`src/rtl/mem_access_ctrl.sv`:
```
// Load/store access controller between a core and a synchronous word RAM.
// One access is handled at a time. Each access is either a legal transfer
// that spends 1+WAIT_STATES cycles in ACCESS, or a misaligned/illegal one
// that skips straight to a one-cycle error response.
//
// state  | meaning
// IDLE   | no access pending, waiting for req
// ACCESS | RAM strobes active, wait-state down-counter running
// RESP   | done pulse, load data presented, may accept the next req
module mem_access_ctrl #(
  parameter int WAIT_STATES = 1,
  parameter int ADDR_W      = 10
) (
  input  logic              clk,
  input  logic              rst_n,
  input  logic              req,
  input  logic              we,
  input  logic [1:0]        size,
  input  logic              uns,
  input  logic [31:0]       addr,
  input  logic [31:0]       wdata,
  output logic              busy,
  output logic              done,
  output logic [31:0]       rdata,
  output logic              misalign,
  output logic [ADDR_W-1:0] ram_addr,
  output logic [31:0]       ram_wdata,
  output logic [3:0]        ram_be,
  output logic              ram_we,
  output logic              ram_re,
  input  logic [31:0]       ram_q
);

  typedef enum logic [1:0] {IDLE, ACCESS, RESP} state_t;

  state_t      state;
  logic [2:0]  wait_cnt;
  logic [1:0]  size_q;
  logic [1:0]  lo_q;
  logic        uns_q;
  logic        resp_load;
  logic [31:0] rdata_hold;

  logic        req_err;
  logic [3:0]  be_next;
  logic [31:0] wd_next;
  logic [7:0]  byte_sel;
  logic [15:0] half_sel;
  logic [31:0] rdata_fmt;

  // Address bits above the RAM window are deliberately ignored.
  logic unused_addr_bits;
  assign unused_addr_bits = ^addr[31:ADDR_W+2];

  // Classify the incoming request and build its lane enables and replicated data.
  always_comb begin
    req_err = 1'b0;
    be_next = 4'b1111;
    wd_next = wdata;
    case (size)
      2'b00: begin
        be_next = 4'b0001 << addr[1:0];
        wd_next = {4{wdata[7:0]}};
      end
      2'b01: begin
        req_err = addr[0];
        be_next = addr[1] ? 4'b1100 : 4'b0011;
        wd_next = {2{wdata[15:0]}};
      end
      2'b10: begin
        req_err = (addr[1:0] != 2'b00);
      end
      default: begin
        req_err = 1'b1;
      end
    endcase
  end

  // Pick the addressed byte/half out of the RAM word and extend it.
  always_comb begin
    byte_sel  = ram_q[7:0];
    half_sel  = lo_q[1] ? ram_q[31:16] : ram_q[15:0];
    rdata_fmt = ram_q;
    case (lo_q)
      2'b00:   byte_sel = ram_q[7:0];
      2'b01:   byte_sel = ram_q[15:8];
      2'b10:   byte_sel = ram_q[23:16];
      default: byte_sel = ram_q[31:24];
    endcase
    case (size_q)
      2'b00:   rdata_fmt = uns_q ? {24'b0, byte_sel} : {{24{byte_sel[7]}}, byte_sel};
      2'b01:   rdata_fmt = uns_q ? {16'b0, half_sel} : {{16{half_sel[15]}}, half_sel};
      default: rdata_fmt = ram_q;
    endcase
  end

  // RAM data only arrives during RESP, so load data is shown live there and held afterwards.
  always_comb begin
    rdata = rdata_hold;
    if (state == RESP) begin
      rdata = resp_load ? rdata_fmt : 32'b0;
    end
  end

  // Access sequencing FSM with registered strobes and status outputs.
  always_ff @(posedge clk or negedge rst_n) begin
    if (!rst_n) begin
      state      <= IDLE;
      wait_cnt   <= 3'd0;
      size_q     <= 2'b00;
      lo_q       <= 2'b00;
      uns_q      <= 1'b0;
      resp_load  <= 1'b0;
      rdata_hold <= 32'b0;
      busy       <= 1'b0;
      done       <= 1'b0;
      misalign   <= 1'b0;
      ram_addr   <= '0;
      ram_wdata  <= 32'b0;
      ram_be     <= 4'b0000;
      ram_we     <= 1'b0;
      ram_re     <= 1'b0;
    end else begin
      done     <= 1'b0;
      misalign <= 1'b0;
      case (state)
        ACCESS: begin
          if (wait_cnt == 3'd0) begin
            state  <= RESP;
            done   <= 1'b1;
            ram_we <= 1'b0;
            ram_re <= 1'b0;
          end else begin
            wait_cnt <= wait_cnt - 3'd1;
          end
        end
        default: begin
          if (state == RESP) begin
            rdata_hold <= rdata;
          end
          if (req) begin
            size_q <= size;
            lo_q   <= addr[1:0];
            uns_q  <= uns;
            busy   <= 1'b1;
            if (req_err) begin
              state     <= RESP;
              done      <= 1'b1;
              misalign  <= 1'b1;
              resp_load <= 1'b0;
              ram_be    <= 4'b0000;
            end else begin
              state     <= ACCESS;
              wait_cnt  <= 3'(WAIT_STATES);
              resp_load <= ~we;
              ram_addr  <= addr[ADDR_W+1:2];
              ram_be    <= be_next;
              ram_wdata <= wd_next;
              ram_we    <= we;
              ram_re    <= ~we;
            end
          end else begin
            state <= IDLE;
            busy  <= 1'b0;
          end
        end
      endcase
    end
  end

endmodule

```
`config.mk`:
```
export PLATFORM = sky130hd
export DESIGN_NAME = mem_access_ctrl
export DESIGN_NICKNAME = d
export VERILOG_FILES = /design/src/rtl/mem_access_ctrl.sv
export SDC_FILE = /design/constraint.sdc
export NUM_CORES = 1
export LEC_CHECK = 0
export BUFFER_PORTS_ARGS = -buffer_cell sky130_fd_sc_hd__buf_2
export CORE_UTILIZATION = 52
export DETAILED_ROUTE_END_ITERATION = 7
export PLACE_DENSITY = 0.95
export SLEW_MARGIN = 20
export SYNTH_ARGS = -nofsm -noshare
export SYNTH_HDL_FRONTEND = slang
export SYNTH_SLANG_ARGS = --single-unit
```
`constraint.sdc`:
```
create_clock -name clk -period 2.3 [get_ports clk]
set_input_delay 0.23 -clock clk [delete_from_list [all_inputs] [get_ports clk]]
set_output_delay 0.23 -clock clk [all_outputs]
set_load 0.05 [all_outputs]
```
Yosys cells after proc, flatten, opt, wreduce, memory -nomap -nowiden
Cells that the tools add are included.
{ "totals": {"word_cells": 75, "out_inout_bits": 83, "regBits": 94, "input_bits": 103} }
{ "classes": {"n_reduce_logical": 11, "shift": 1, "addsub": 1, "n_mux": 34, "n_bitwise": 3, "n_eq_ne": 10} }
{ "ops": {"columns": ["operator", "count"], "rows": [
  ["32-bit 2-to-1 mux", 4],
  ["32-bit case mux with 2 select lines", 2],
  ["8-bit case mux with 3 select lines", 1],
  ["16-bit 2-to-1 mux", 1],
  ["1-bit 2-to-1 mux", 14],
  ["3-bit 2-to-1 mux", 4],
  ["3-bit AND reduction", 3],
  ["2-bit by 1-bit equality test with 1-bit output, second input constant", 4],
  ["2-bit 2-to-1 mux", 4],
  ["4-bit 2-to-1 mux", 2],
  ["4-bit case mux with 2 select lines", 1],
  ["2-bit equality test, second input constant", 3],
  ["2-bit zero test", 3],
  ["2-bit inequality test, second input constant", 2],
  ["2-bit AND reduction", 2],
  ["2-bit nonzero test", 2],
  ["1-bit by 2-bit left shift with 4-bit output, first input constant", 1],
  ["3-bit zero test", 1],
  ["1-bit inverter", 3],
  ["1-bit case mux with 3 select lines", 1],
  ["3-bit by 1-bit subtractor with 3-bit output, second input constant", 1],
  ["2-bit by 1-bit inequality test with 1-bit output, second input constant", 1]
]} }

Depth between registers and ports, before layout
{ "depth": {"word_depth": 6, "mapped_depth": 7, "depth_no_buf": 6} }

Worst setup path before layout
OpenSTA, ideal clock, no wires.
{ "synth_path": {"kind": "reg-to-output", "startpoint": "register lo_q[1]", "endpoint": "output rdata[15]", "slack_ns": -0.184, "n_path_buf": 1, "arrival_ns": 2.254, "required_ns": 2.070, "path_stages_with_launch": 5, "cell_sequence": "dfrtp_1 buf_4 nor4_1 nor4_1 o31ai_1"} }
{ "synth_via": {"elab_chain_len": 6, "elab_cells_between_ends": 10, "cone_classes": "2 x eq/ne; 7 x mux; 1 x reduce/logical"} }
{ "synth_rtl": {"columns": ["element", "line", "rtl"], "rows": [
  ["from (decl)", "39", "logic [1:0] lo_q;"],
  ["from (signal assigned)", "143", "lo_q <= addr[1:0];"],
  ["2-bit equality test (tied with other cells)", "84", "case (lo_q)"],
  ["8-bit case mux with 3 select lines", "84", null],
  ["32-bit 2-to-1 mux", "91", "2'b00: rdata_fmt = uns_q ? {24'b0, byte_sel} : {{24{byte_sel[7]}}, byte_sel};"],
  ["32-bit case mux with 2 select lines (*)", "90", "case (size_q)"],
  ["32-bit 2-to-1 mux (*)", "101", "rdata = resp_load ? rdata_fmt : 32'b0;"],
  ["32-bit 2-to-1 mux (*)", "100", "if (state == RESP) begin"],
  ["to (decl)", "24", "output logic [31:0] rdata,"]
]} }
Mark *: on every way between the ends. The rest lies on a longest branch, timed or not.

Worst setup path after layout
{ "layout_path": {"startpoint": "register size_q[0]", "endpoint": "output rdata[1]"} }
{ "layout_via": {"elab_chain_len": 4, "elab_cells_between_ends": 5, "cone_classes": "1 x eq/ne; 3 x mux; 1 x reduce/logical"} }
{ "layout_rtl": {"columns": ["element", "line", "rtl"], "rows": [
  ["from (decl)", "38", "logic [1:0] size_q;"],
  ["from (signal assigned)", "142", "size_q <= size;"],
  ["2-bit by 1-bit equality test with 1-bit output or 2-bit zero test (tied branches)", "90", null],
  ["32-bit case mux with 2 select lines (*)", "90", null],
  ["32-bit 2-to-1 mux (*)", "101", null],
  ["32-bit 2-to-1 mux (*)", "100", null]
]} }
Marks and branches as above.

==> reports/qor.csv <==
stage,metric,value,unit
sta,relSlewSlack,46.7,%
floorplan,io_pins,186,
sta,min_period_over_period,102,%
routing,wirelength,13800,um
synth,synth_fa_ha_area_share,0.508,%
sta,slew_viol_final,0,
place,dpl.hpwl,9840,um
worst_setup_path,slowest_stage,dfrtp_2,
job,max_cap_violations,0,
synth,syn_avg_cell_area,10.1,um2
clock_network,clock_latency,360,ps
worst_setup_path,max_stage_delay,460,ps
worst_hold_path,hp-class,in2reg,
grt,grt_use_met3,8.15,%
clock_network,clock_sinks,94,
worst_setup_path,crit_chain,nand2b_1 > buf_6 > mux2i_2 > o22ai_4 > a221o_1 > buf_6,
clock_network,ctsHtreeMaxLevel,3,
outcome,status,"finished, violations left",
place,placed_cells,742,
floorplan,die_h,99.3,um
sta,worstMarginPinSlew,800,ps
grt,met2_usage,48.9,%
clock_network,cts-root-buf,clkbuf_8,
floorplan,row_count,35,
grt,grt_max_degree,63,
synth,synth_top_family_by_area,compound AO/OA/AOI/OAI gates,
floorplan,core,0.00920,mm2
worst_setup_path,crit_family,flip-flops,
grt,grt_use_total,28.4,%
routing,vias,4546,
synth,synth_flop_cell,dfrtp_1,
cells_and_area,drive_gt1_share,39.3,%
sta,rsz0062_at_grt,true,
grt,top_usage_layer,met2,
sta,setup_tns,-214,ps
sta,hold_violations,0,
synth,synth-simple-area-share,14.7,%
sta,setup_viol,6,
sta,finalClockSkew,14.5,ps
worst_setup_path,cp_max_fo,13,
grt,grt_overflow,0,
synth,synth-edff-count,0,
grt,grt_pass1_wl,21800,um
synth,synthMuxAreaShare,14.8,%
clock_network,clkTransAtPathRegs,110,ps
routing,drt_iter0_drc,230,
synth,synth-xor-area-share,0.178,%
grt,grt_pass1_vias,4511,
synth,synth_nets,595,
floorplan,dieArea,0.00986,mm2
worst_setup_path,crit_path_start_kind,flop,
worst_setup_path,crit_buf_inv,2,
routing,drtAntennaViolNets,0,
place,place_congestion,0.932,
place,io_buffers,165,
place,place_area,0.00582,mm2
routing,drt_pass1_iterations,5,
cells_and_area,final_cells,770,
pwr,power.leakage,3.31,nW
cells_and_area,utilization,68.4,%
grt,antenna_found_initial,0,
worst_setup_path,worstPathArrival,2120,ps
pwr,powerDensity,1460,mW/mm2
synth,synthArstFlopShare,100,%
floorplan,initial_core_util,53.6,%
clock_network,cts_tree,built,
worst_setup_path,end_kind,output pin,
sta,fmaxAchievable,425,MHz
synth,ys_seq_area_share,47.8,%
grt,grt_util_met1,34.4,%
synth,synth_compound_area_share,15.9,%
synth,synth.distinct_cells,46,
worst_setup_path,critPathKind,reg2out,
routing,avgViaCountPerCell,5.90,
pwr,total_power,9.20,mW
clock_network,cts_buffers,9,
clock_network,cts.path.max_buffers,2,
sta,fin_hold_ws,88.6,ps
routing,drc,0,
cells_and_area,antenna_cells,0,
outcome,violations,setup timing,
sta,layout_min_cycle_time,2350,ps
cells_and_area,design_area,0.00629,mm2
cells_and_area,final_nets,759,
synth,syn_inst,490,
synth,syn_area,0.00492,mm2
place,dp_worst_setup_slack,122,ps
worst_setup_path,cp_common_cell,buf_6,
routing,wire_per_inst,17.9,um
synth,ys_ff_latch,94,
cells_and_area,syn_to_final_growth,27.6,%
sta,setup_slack,-50.5,ps
worst_setup_path,cp.required,2070,ps
floorplan,die_w,99.3,um
synth,ys_warn_count,0,
pwr,peakVddDrop,1.04,mV
what timing repair did:
| item | 4_1_cts | 5_1_grt |
|---|---|---|
| endpoints found under the setup margin | 31 | 30 |
| pin swaps | 1 | 6 |
| cloned | 0 | 0 |
| hold buffers | 1 | 0 |
| resized for setup | 34 | 29 |
| setup buffers | 6 | 5 |
| hold endpoints to repair | 61 | 0 |
placed cells by master, fill, tap and decap left out, types with 3 or more instances in the layout:
master,n
nand2_1,59
inv_1,12
clkbuf_8,9
mux2_2,9
nand3_1,54
nor2_1,13
buf_4,44
a22oi_1,7
buf_12,4
o22ai_2,4
a221o_1,12
nand2b_1,3
inv_6,3
mux2_4,15
nor2b_1,5
a21oi_2,4
buf_2,135
dfrtp_1,90
o31ai_1,4
buf_6,9
a21oi_1,38
mux2i_1,38
o21ai_0,42
dfrtp_2,4
layout make-up:
type                    count  area [um2]
multi-input cells         343        2360
repair buffers            193        1200
well taps                 111         139
inverters                  13        48.8
clock inverters             6        52.6
clock buffers              10         128
flip-flops and latches     94        2360
fillers                   681        2910
flip-flops by register name, indices dropped and copies added (netlist names), 2 cells and up:
register and flops:
ram_addr 10, size_q 2, wait_cnt 3, state 2, lo_q 2, ram_wdata 32, rdata_hold 32, ram_be 4
power by group:
part           total [mW]  switching, mW  internal, mW  leakage, nW
clock network        1.05          0.639         0.414       0.0858
logic                5.36           3.73          1.63         2.03
registers            2.78          0.446          2.34         1.19
synth_stat cells, drive strengths merged (5+ instances only):
cell type / number / area (um2)
inv: 13 / 48.8
mux2i: 40 / 400
a22oi: 7 / 52.6
nor2: 14 / 55.1
o31ai: 6 / 58.8
mux2: 24 / 327
nor2b: 5 / 31.3
o22ai: 6 / 37.5
dfrtp: 94 / 2350
o21ai: 43 / 215
nand2: 59 / 221
a21oi: 42 / 225
a221o: 12 / 120
clkbuf: 16 / 61.3
nand3: 54 / 270
buf: 24 / 195
metal layers:
| layer | wire length [um] | up-vias |
|---|---|---|
| li1 | - | 2083 |
| met5 | 0 | - |
| met2 | 6880 | 251 |
| met3 | 1240 | 41 |
| met1 | 5300 | 2171 |
| met4 | 381 | 0 |
logic make-up (layout without fill, tap and decap cells):
logic type | count (synthesis) | after routing
simple gates | 152 | 152
compound gates | 124 | 124
flops | 94 | 94
mux | 64 | 64
buf+inv | 53 | 222
fa+ha+maj | 2 | 2
xor+xnor | 1 | 1
worst paths after layout:
kind,startpoint,endpoint,slack (ps),cells after the start
min reg2reg,ram_be[0]$_DFFE_PN0P_,ram_be[0]$_DFFE_PN0P_,480,1
max reg2reg,size_q[0]$_DFFE_PN0P_,rdata_hold[0]$_DFFE_PN0P_,520,6
max in group asynchronous,rst_n,size_q[1]$_DFFE_PN0P_,1120,3
max,size_q[0]$_DFFE_PN0P_,rdata[1],-50,6
min,we,ram_re$_DFFE_PN0P_,90,2
min in group asynchronous,rst_n,rdata_hold[27]$_DFFE_PN0P_,510,2
(Power assumes the default switching activity.)
